**src/rtl/scan_bist_seq.sv**
```systemverilog
// scan_bist_seq: scan-based logic BIST sequencer (LFSR -> scan chain -> MISR -> signature compare).
// Define SCAN_BIST_SIG_OUT_EN to expose the live MISR (signature) and pattern counter (pattern_cnt).
module scan_bist_seq #(
  parameter int                CHAIN_LEN  = 9,
  parameter int                N_PATTERNS = 100,
  parameter int                PO_W       = 9,
  parameter int                MISR_W     = 16,
  parameter logic [MISR_W-1:0] MISR_POLY  = 16'h1021,
  parameter logic [MISR_W-1:0] GOLDEN_SIG = 16'h0000
) (
  input  logic            clk,
  input  logic            reset,
  input  logic            bist_start,
  input  logic            lfsr_si,
  input  logic            scan_out,
  input  logic [PO_W-1:0] po,
  output logic            lfsr_reset,
  output logic            lfsr_si_en,
  output logic            lfsr_pi_en,
  output logic            cut_reset,
  output logic            scan_en,
  output logic            scan_in,
  output logic            running,
  output logic            bist_end,
  output logic            pass_nfail
`ifdef SCAN_BIST_SIG_OUT_EN
  ,
  output logic [MISR_W-1:0] signature,
  output logic [15:0]       pattern_cnt
`endif
);
  localparam logic [2:0] IDLE    = 3'd0;
  localparam logic [2:0] INIT    = 3'd1;
  localparam logic [2:0] SHIFT   = 3'd2;
  localparam logic [2:0] CAPTURE = 3'd3;
  localparam logic [2:0] FLUSH   = 3'd4;
  localparam logic [2:0] COMPARE = 3'd5;
  localparam logic [2:0] DONE    = 3'd6;
  localparam logic [7:0]  LAST_BIT = 8'(CHAIN_LEN - 1);
  localparam logic [15:0] LAST_PAT = 16'(N_PATTERNS - 1);

  logic [2:0]        state_q, state_d;
  logic [7:0]        bit_q, bit_d;
  logic [15:0]       pat_q, pat_d;
  logic [MISR_W-1:0] misr_q, misr_d, misr_in;
  logic              prev_q, pass_q, pass_d;
  logic              start_pulse, bit_last, compacting;

  assign start_pulse = bist_start & ~prev_q;
  assign bit_last    = bit_q == LAST_BIT;
  assign compacting  = state_q == SHIFT || state_q == CAPTURE || state_q == FLUSH;
  assign misr_in     = state_q == CAPTURE ? MISR_W'(po) : MISR_W'(scan_out);

  always_comb begin
    state_d = state_q;
    bit_d   = bit_q;
    pat_d   = pat_q;
    pass_d  = pass_q;
    misr_d  = compacting ? {misr_q[MISR_W-2:0], 1'b0} ^ (misr_q[MISR_W-1] ? MISR_POLY : '0) ^ misr_in : misr_q;
    case (state_q)
      IDLE, DONE: state_d = start_pulse ? INIT : state_q;
      INIT: begin
        state_d = SHIFT;
        bit_d   = '0;
        pat_d   = '0;
        misr_d  = '0;
      end
      SHIFT, FLUSH: begin
        bit_d   = bit_last ? '0 : bit_q + 8'd1;
        state_d = !bit_last ? state_q : state_q == SHIFT ? CAPTURE : COMPARE;
      end
      CAPTURE: begin
        pat_d   = pat_q + 16'd1;
        state_d = pat_q == LAST_PAT ? FLUSH : SHIFT;
      end
      COMPARE: begin
        pass_d  = misr_q == GOLDEN_SIG;
        state_d = DONE;
      end
      default: state_d = IDLE;
    endcase
    pass_d = state_d == INIT ? 1'b0 : pass_d;
  end

  // prev_q resets high so a start held through reset is not seen as an edge
  always_ff @(posedge clk) begin
    if (reset) begin
      state_q <= IDLE;
      bit_q   <= '0;
      pat_q   <= '0;
      misr_q  <= '0;
      prev_q  <= 1'b1;
      pass_q  <= 1'b0;
    end else begin
      state_q <= state_d;
      bit_q   <= bit_d;
      pat_q   <= pat_d;
      misr_q  <= misr_d;
      prev_q  <= bist_start;
      pass_q  <= pass_d;
    end
  end

  assign lfsr_reset = state_q == INIT;
  assign cut_reset  = state_q == INIT;
  assign lfsr_si_en = state_q == SHIFT;
  assign lfsr_pi_en = state_q == CAPTURE;
  assign scan_en    = state_q == SHIFT || state_q == FLUSH;
  assign scan_in    = state_q == SHIFT && lfsr_si;
  assign running    = state_q != IDLE && state_q != DONE;
  assign bist_end   = state_q == DONE;
  assign pass_nfail = pass_q;
`ifdef SCAN_BIST_SIG_OUT_EN
  assign signature   = misr_q;
  assign pattern_cnt = pat_q;
`endif
endmodule

```
**config.mk**
```make
export PLATFORM = sky130hd
export DESIGN_NAME = scan_bist_seq
export DESIGN_NICKNAME = d
export VERILOG_FILES = /design/src/rtl/scan_bist_seq.sv
export SDC_FILE = /design/constraint.sdc
export NUM_CORES = 1
export LEC_CHECK = 0
export ABC_AREA = 1
export BUFFER_PORTS_ARGS = -buffer_cell sky130_fd_sc_hd__buf_2
export CAP_MARGIN = 15
export CORE_ASPECT_RATIO = 2
export CORE_MARGIN = 5
export CORE_UTILIZATION = 55
export CTS_BUF_LIST = sky130_fd_sc_hd__clkbuf_2 sky130_fd_sc_hd__clkbuf_4 sky130_fd_sc_hd__clkbuf_8
export DETAILED_ROUTE_END_ITERATION = 6
export GPL_TIMING_DRIVEN = 0
export PLACE_DENSITY = 0.75
export SLEW_MARGIN = 40
export SYNTH_ARGS = -nofsm -noshare
export SYNTH_HDL_FRONTEND = slang
export SYNTH_SLANG_ARGS = --single-unit
```
**constraint.sdc**
```tcl
create_clock -name clk -period 2.3 [get_ports clk]
set_clock_uncertainty 0.05 [all_clocks]
set_input_delay 0.345 -clock clk [delete_from_list [all_inputs] [get_ports clk]]
set_output_delay 0.345 -clock clk [all_outputs]
set_load 0.05 [all_outputs]
```
==> results.ini, run 1 <==
[floorplan]
dieArea_mm2=0.00581
ios=23
core_mm2=0.00425
num_rows=34
start_util_pct=55.9
die_h_um=103
die_w_um=56.5

[worst_setup_path]
cp-end-kind=output pin
cp_slowest_stage_delay_ns=0.31
crit_top_cell=buf_2
cp-start-kind=flip-flop
cpMaxStageDelayCell=dfxtp_1
path_max_fanout=10
crit_family=buffers and inverters
crit_buf_inv=3
arrival_ns=1.59
path_cells=buf_4 -> nand2_1 -> nor2_2 -> buf_2 -> buf_2
worstPathRequired_ns=1.90
critical_path_class=flip-flop to output pin

[placed_design]
dp_hpwl_um=3980
io_buffers=22
dp_cells=432
globalplace.congestion=0.918

[clock_network]
cts.sinks=45
cts-hold-fix-buffers=0
clock-root-buffer=clkbuf_8
clk_pin_slew_worst_paths_ns=0.08
h-tree-depth=2
cts_tree=done
insertion_delay_ns=0.29
post_cts_resized=0
cts_setup_buffers=0
cts_buffers=5
clockBufferDepth=2

[routing]
via_per_inst=5.24
dr.pass1.iters=7
drt-initial-drc-count=81
wirelength_um=5360
num_vias=2306
wl_per_cell_um=12.2
drc=0
ant_nets=0

[grt]
grt_pass1_vias=2152
busiest_layer=met2
grt_overflow=0
met2_usage_pct=34.5
grtUsageMet3_pct=3.88
antenna_found_initial=0
grt_usage_pct=19.6
use_met1_pct=22.7
grt_max_degree=13
grt_pass1_wl_um=9090

[synth]
synth_area_mm2=0.00238
synthTopCellsByArea=dfxtp_1 (38%), nand2_1 (13%), a21oi_1 (7.6%)
synth_most_common_cell=nand2_1
ys.flop_type=dfxtp_1
yosys_register_bits=45
synth.avg_cell_area_um2=6.67
synth-seq-area-share_pct=37.9
synth_top_area_share_pct=37.9
synth_top_area_cell=dfxtp_1
synth-edff-count=0
synthDistinctLibCells=29
syn-instance-count=356
async_flop_share_pct=0
synthTopCellsByCount=nand2_1 (83), dfxtp_1 (45), inv_1 (42)
syn-num-nets=373
synth_warnings=0

[min_path]
hp-class=input pin to flip-flop

[job]
maxCapViolCount=0

[cells_and_area]
drive_gt1_share_pct=13.7
fin_cells=440
area_growth_pct=11.3
antenna_cells=0
nets=402

[power_and_ir_drop]
power.switching_uw=407
leakage_uw=0.00111
clkPwrFrac_pct=32.8
internal_power_uw=1130
combPwrFrac_pct=13.4
vdd_drop_max_uv=533
power_frac_seq_pct=53.8
power_density_mw_per_mm2=580
switching_share_pct=26.5

[sta]
period_share_pct=86.1
slew_violations=0
finalSetupViolCount=0
final.setup.tns_ns=0
clock.fmax_mhz=505
worst_slew_pin_slew_ns=0.487
slew_headroom_pct=67.6
hold_viol=0
min_period_ns=1.98
rsz0062_at_grt=no

[outcome]
status=finished, final reports clean

## cell type report
class                   instances  area (µm²)
clock buffers                   8        91.3
repair buffers                 22         110
inverters                      47         180
fillers                       393        1610
multi-input cells             254        1230
plain buffers                  10        66.3
well taps                      54        67.6
flip-flops and latches         45         901
## layer usage
layer	share of wire, %	vias up	routed length (µm)
li1	-	1197	-
met1	43	1039	2310
met4	1.5	0	80
met3	4.5	6	240
met5	0	-	0
met2	51	64	2730
## power by group through the flow
stage          Sequential (µW)  Combinational [µW]  Clock (µW)
2_1_floorplan              840                 156           0
3_3_place_gp               843                 203           0
3_5_place_dp               844                 207           0
4_1_cts                    826                 207         520
5_1_grt                    830                 231         552
6_report                   826                 206         503
## kinds of logic (layout without fill, tap and decap cells)
| kind of cell | Yosys count | count (layout) | share of synthesized area [%] |
|---|---|---|---|
| AO/OA/AOI/OAI | 69 | 69 | 14.7 |
| XOR/XNOR | 12 | 12 | 4.42 |
| flip-flops | 45 | 45 | 37.9 |
| buffers and inverters | 57 | 87 | 10.4 |
| adder cells (fa/ha/maj) | 3 | 3 | 1.58 |
| AND/OR/NAND/NOR | 170 | 170 | 31.0 |
## final timing paths
path | from | to | slack (ns) | depth (start not counted)
max | state_q[0]$_SDFF_PP0_ | lfsr_pi_en | 0.32 | 5
min | bist_start | prev_q$_SDFF_PP1_ | 0.19 | 3
min reg2reg | misr_q[8]$_SDFFE_PP0P_ | misr_q[9]$_SDFFE_PP0P_ | 0.43 | 2
max reg2reg | pat_q[0]$_SDFFE_PP0P_ | pat_q[8]$_SDFFE_PP0P_ | 0.57 | 7
## registers in the layout (all words and copies together) (netlist names)
signal,count
bit_q,8
misr_q,16
pass_nfail,1
pat_q,16
prev_q,1
state_q,3
## cells in the final DEF (no fill, tap or decap), types with 3 or more instances in the layout
cell type / n
clkbuf_1: 3
o21ai_0: 19
buf_2: 24
clkbuf_4: 3
inv_1: 42
o21ai_1: 12
clkbuf_8: 5
nand2_2: 5
dfxtp_1: 45
nand3_1: 18
ha_1: 3
xor2_1: 11
or2_2: 4
nor3_1: 6
nand2_1: 83
buf_4: 3
nand4_1: 9
a21oi_1: 36
nor2_1: 39
## worst reg2reg max path, cell delays in order (launching register included)
cell and delay, ns:
dfxtp_1 0.41, ha_1 0.23, nand2_1 0.11, nor2_1 0.31
nand2_1 0.15, o21ai_0 0.21, nand2_1 0.07, a21oi_1 0.12
## through the flow
stage	hold WS, ns	total power [µW]	area [µm²]	worst slack (ns)	utilization [%]
after detailed placement	0.416	1050	2550	0.624	60.0
after global routing	0.196	1610	2650	0.226	62.2
after global placement	0.402	1050	2550	0.616	60.0
after floorplan	0.364	995	2380	0.250	-
after CTS	0.180	1550	2650	0.299	62.2
final	0.186	1540	2650	0.319	62.2
(Power assumes the default switching activity.)
==> inputs of run 2 (changes only) <==
ABC_CLOCK_PERIOD_IN_PS = 2300   (was not set)
PLACE_DENSITY = not set   (was 0.75)
PLACE_DENSITY_LB_ADDON = 0.1   (was not set)
==> run 2 against run 1 <==
Via count decreased by 0.78%. Die area is the same. Clock-buffer cell count decreased by 3. Sequential cell count is the same. Largest power group unchanged.
==> results.ini, run 2 (synthesis results as in run 1) <==
[routing]
num_vias=2288
drc=0
dr.pass1.iters=5
wirelength_um=5390
wl_per_cell_um=12.3
drt-initial-drc-count=91
via_per_inst=5.20
ant_nets=0

[grt]
use_met1_pct=24.4
busiest_layer=met2
met2_usage_pct=35.5
grt_pass1_wl_um=9540
grt_max_degree=17
grt_usage_pct=20.5
grt_pass1_vias=2206
grtUsageMet3_pct=3.63
grt_overflow=0
antenna_found_initial=0

[clock_network]
h-tree-depth=2
insertion_delay_ns=0.31
cts_setup_buffers=0
cts.sinks=45
cts-hold-fix-buffers=0
cts_tree=done
clock-root-buffer=clkbuf_8
clk_pin_slew_worst_paths_ns=0.09
cts_buffers=5
clockBufferDepth=2
post_cts_resized=0

[worst_setup_path]
crit_family=buffers and inverters
rr_endpoint=pat_q[12]$_SDFFE_PP0P_
cp-end-kind=output pin
startpoint=state_q[0]$_SDFF_PP0_
r2r_setup_slack_ns=0.59
crit_buf_inv=3
timing.rr.start=pat_q[0]$_SDFFE_PP0P_
worstRegToRegCells=7
arrival_ns=1.61
cpMaxStageDelayCell=dfxtp_1
path_cells=buf_4 -> nand2_1 -> nor2_2 -> buf_2 -> buf_2
cp-start-kind=flip-flop
path_max_fanout=10
critical_path_class=flip-flop to output pin
worstPathRequired_ns=1.90
cp_slowest_stage_delay_ns=0.32
crit_top_cell=buf_2

[sta]
final.setup.tns_ns=0
fin_ws_ns=0.293
slew_violations=0
rsz0062_at_grt=no
min_period_ns=2.01
hold_viol=0
period_share_pct=87.3
clock.fmax_mhz=498
worst_slew_pin_slew_ns=0.511
finalSetupViolCount=0
slew_headroom_pct=65.9

[floorplan]
ios=23
core_mm2=0.00425
dieArea_mm2=0.00581
die_h_um=103
num_rows=34
die_w_um=56.5
start_util_pct=55.9

[cells_and_area]
nets=402
antenna_cells=0
area_growth_pct=12.4
final_common_cell=nand2_1
mostFrequentLayoutCells=nand2_1 (83), dfxtp_1 (45), inv_1 (42), nor2_1 (39), a21oi_1 (36)
reg.largest.list=misr_q: 16 flops, pat_q: 16 flops, bit_q: 8 flops
drive_gt1_share_pct=13.7

[min_path]
min_from=bist_start
hp-class=input pin to flip-flop
min_to=prev_q$_SDFF_PP1_
hold_depth=3

[placed_design]
io_buffers=22
dp_hpwl_um=4050
place_ws_ns=0.629
globalplace.congestion=0.883

[power_and_ir_drop]
design_power_total_uw=1650
vdd_drop_max_uv=593
leakage_uw=0.00112
power_density_mw_per_mm2=620

[job]
maxCapViolCount=0

[outcome]
status=finished, final reports clean

## run 2: where the power goes
| part | total [µW] | leakage [µW] | switching [µW] | internal (µW) |
|---|---|---|---|---|
| sequential | 826 | 0.000364 | 20.7 | 805 |
| clock | 621 | 0.0000591 | 289 | 331 |
| combinational | 208 | 0.000695 | 136 | 71.3 |
## run 2: worst max-delay path by stage
stage | to | depth (start not counted) | slack [ns]
4_1_cts | lfsr_pi_en | 5 | 0.28
2_1_floorplan | scan_in | 3 | 0.25
6_report | lfsr_pi_en | 5 | 0.29
5_1_grt | scan_en | 6 | 0.17
3_5_place_dp | lfsr_pi_en | 5 | 0.63
3_3_place_gp | lfsr_pi_en | 5 | 0.65
## run 2: routing by layer
metal	vias to the layer above	routed length, µm
met4	0	92
met2	64	2720
met5	-	0
met3	9	253
li1	1195	-
met1	1020	2330
## run 2: layout make-up
cell class,count,area (µm²)
multi-input combinational,254,1230
fill,419,1580
clock inverter,3,47.5
sequential,45,901
clock buffer,5,68.8
timing repair buffer,22,110
tap,54,67.6
inverter,47,180
buffer,10,66.3
## run 2: worst reg2reg max path, cell delays in order, from the launching register on
cell and delay (ns):
dfxtp_1 0.41, ha_1 0.22, nand2_1 0.13, nor2_1 0.31, nand3_1 0.16, o21ai_0 0.17
nand2_1 0.06, a21oi_1 0.14
## run 2: stage by stage
stage          instance area, µm²  utilization (%)  hold slack (ns)  cells
5_1_grt                      2670             62.8            0.198    440
3_5_place_dp                 2550             60.0            0.410    432
3_3_place_gp                 2550             60.0            0.399    432
6_report                     2670             62.8            0.176    440
4_1_cts                      2670             62.8            0.171    440
2_1_floorplan                2380                -            0.364    356
==> inputs of run 3 (changes only) <==
CORE_ASPECT_RATIO = 0.9   (was 2)
CORE_UTILIZATION = 50   (was 55)
PLACE_DENSITY = 0.76   (was not set)
PLACE_DENSITY_LB_ADDON = not set   (was 0.1)
==> run 3 against run 2 <==
Routed wire length fell by 1.5%. Final cell count is 1.8% higher. Core utilization is 3.5 points lower. Largest cell class unchanged. Highest routed layer unchanged.
==> results.ini, run 3 (synthesis results as in run 1) <==
[placed_design]
dp_cells=440
place_ws_ns=0.602
dp_hpwl_um=3920
io_buffers=22
globalplace.congestion=0.919

[cells_and_area]
mostFrequentLayoutCells=nand2_1 (83), dfxtp_1 (45), inv_1 (42), nor2_1 (39), a21oi_1 (36)
drive_gt1_share_pct=13.7
area_growth_pct=12.7
antenna_cells=0
reg.largest.list=misr_q: 16 flops, pat_q: 16 flops, bit_q: 8 flops
nets=402
n_fill_cell=466
final_common_cell=nand2_1
fin_cells=448

[clock_network]
insertion_delay_ns=0.31
cts.sinks=45
clk_pin_slew_worst_paths_ns=0.09
cts-hold-fix-buffers=0
h-tree-depth=2
cts_buffers=5
post_cts_resized=0
cts_setup_buffers=0
cts_tree=done
clockBufferDepth=2
clock-root-buffer=clkbuf_8

[grt]
grt_overflow=0
grt_pass1_vias=2052
grt_pass1_wl_um=8850
grt_usage_pct=18.5
grt_max_degree=16
antenna_found_initial=0

[routing]
via_per_inst=5.03
drc=0
dr.pass1.iters=4
wirelength_um=5310
drt-initial-drc-count=115
ant_nets=0
num_vias=2252
wl_per_cell_um=11.9

[sta]
hold_viol=0
clock.fmax_mhz=493
min_period_ns=2.03
slew_headroom_pct=65.3
hold-worst-slack_ns=0.166
final.setup.tns_ns=0
finalSetupViolCount=0
period_share_pct=88.3
slew_violations=0
rsz0062_at_grt=no
fin_ws_ns=0.270
worst_slew_pin_slew_ns=0.520

[worst_setup_path]
cp-start-kind=flip-flop
cp-end-kind=output pin
path_max_fanout=10
worstRegToRegCells=7
cpMaxStageDelayCell=dfxtp_1
cp_slowest_stage_delay_ns=0.32
arrival_ns=1.63
critical_path_class=flip-flop to output pin
worstPathRequired_ns=1.90
path_cells=buf_4 -> nand2_1 -> nor2_2 -> buf_2 -> buf_2
crit_top_cell=buf_2

[power_and_ir_drop]
vdd_drop_max_uv=404
power_density_mw_per_mm2=619
internal_power_uw=1200
power.switching_uw=455
clkPwrFrac_pct=37.7
switching_share_pct=27.5
leakage_uw=0.00111
design_power_total_uw=1660
combPwrFrac_pct=12.5
power_frac_seq_pct=49.8

[min_path]
hold_depth=3
hp-class=input pin to flip-flop

[floorplan]
die_h_um=75.4
dieArea_mm2=0.00623
num_rows=23
die_w_um=82.7
core_mm2=0.00452
ios=23
start_util_pct=52.6

[job]
maxCapViolCount=0

[outcome]
status=finished, final reports clean

## run 3: final timing paths
path,slack (ns),from,endpoint
setup reg to reg,0.63,pat_q[0]$_SDFFE_PP0P_,pat_q[12]$_SDFFE_PP0P_
hold / removal,0.17,bist_start,prev_q$_SDFF_PP1_
setup / recovery,0.27,state_q[0]$_SDFF_PP0_,lfsr_pi_en
hold reg to reg,0.42,misr_q[13]$_SDFFE_PP0P_,misr_q[14]$_SDFFE_PP0P_
## run 3: layout make-up
class                      instances  area (µm²)  share of cell area [%]
buffer                            10        66.3                    2.48
clock buffer                       5        68.8                    2.57
clock inverter                     3        46.3                    1.73
inverter                          47         180                    6.73
multi-input combinational        254        1230                    45.9
sequential                        45         901                    33.6
tap                               62        77.6                    2.90
timing repair buffer              22         110                    4.11
## run 3: power by group through the flow
stage	Sequential, µW	Combinational (µW)	Clock [µW]
6_report	826	207	624
4_1_cts	826	208	634
3_5_place_dp	844	208	0
3_3_place_gp	843	203	0
5_1_grt	830	231	661
2_1_floorplan	840	156	0
## run 3: per-stage QoR
step                util, %  instance area [µm²]
floorplan                 -                 2380
global placement       56.7                 2560
detailed placement     56.7                 2560
CTS                    59.3                 2680
global route           59.3                 2680
finish                 59.3                 2680
## run 3: metal layers
metal	track usage, %	routed length [µm]	vias up
met5	0	0	-
met4	6.53	79	0
met3	3.55	258	7
met2	31.9	2420	40
met1	23.1	2560	1012
li1	-	-	1193
## run 3: critical path: cells and delay by family, from the launching register on
| family | cells | cell delay (ns) |
|---|---|---|
| buffers and inverters | 3 | 0.72 |
| flip-flops | 1 | 0.32 |
| AND/OR/NAND/NOR | 2 | 0.28 |
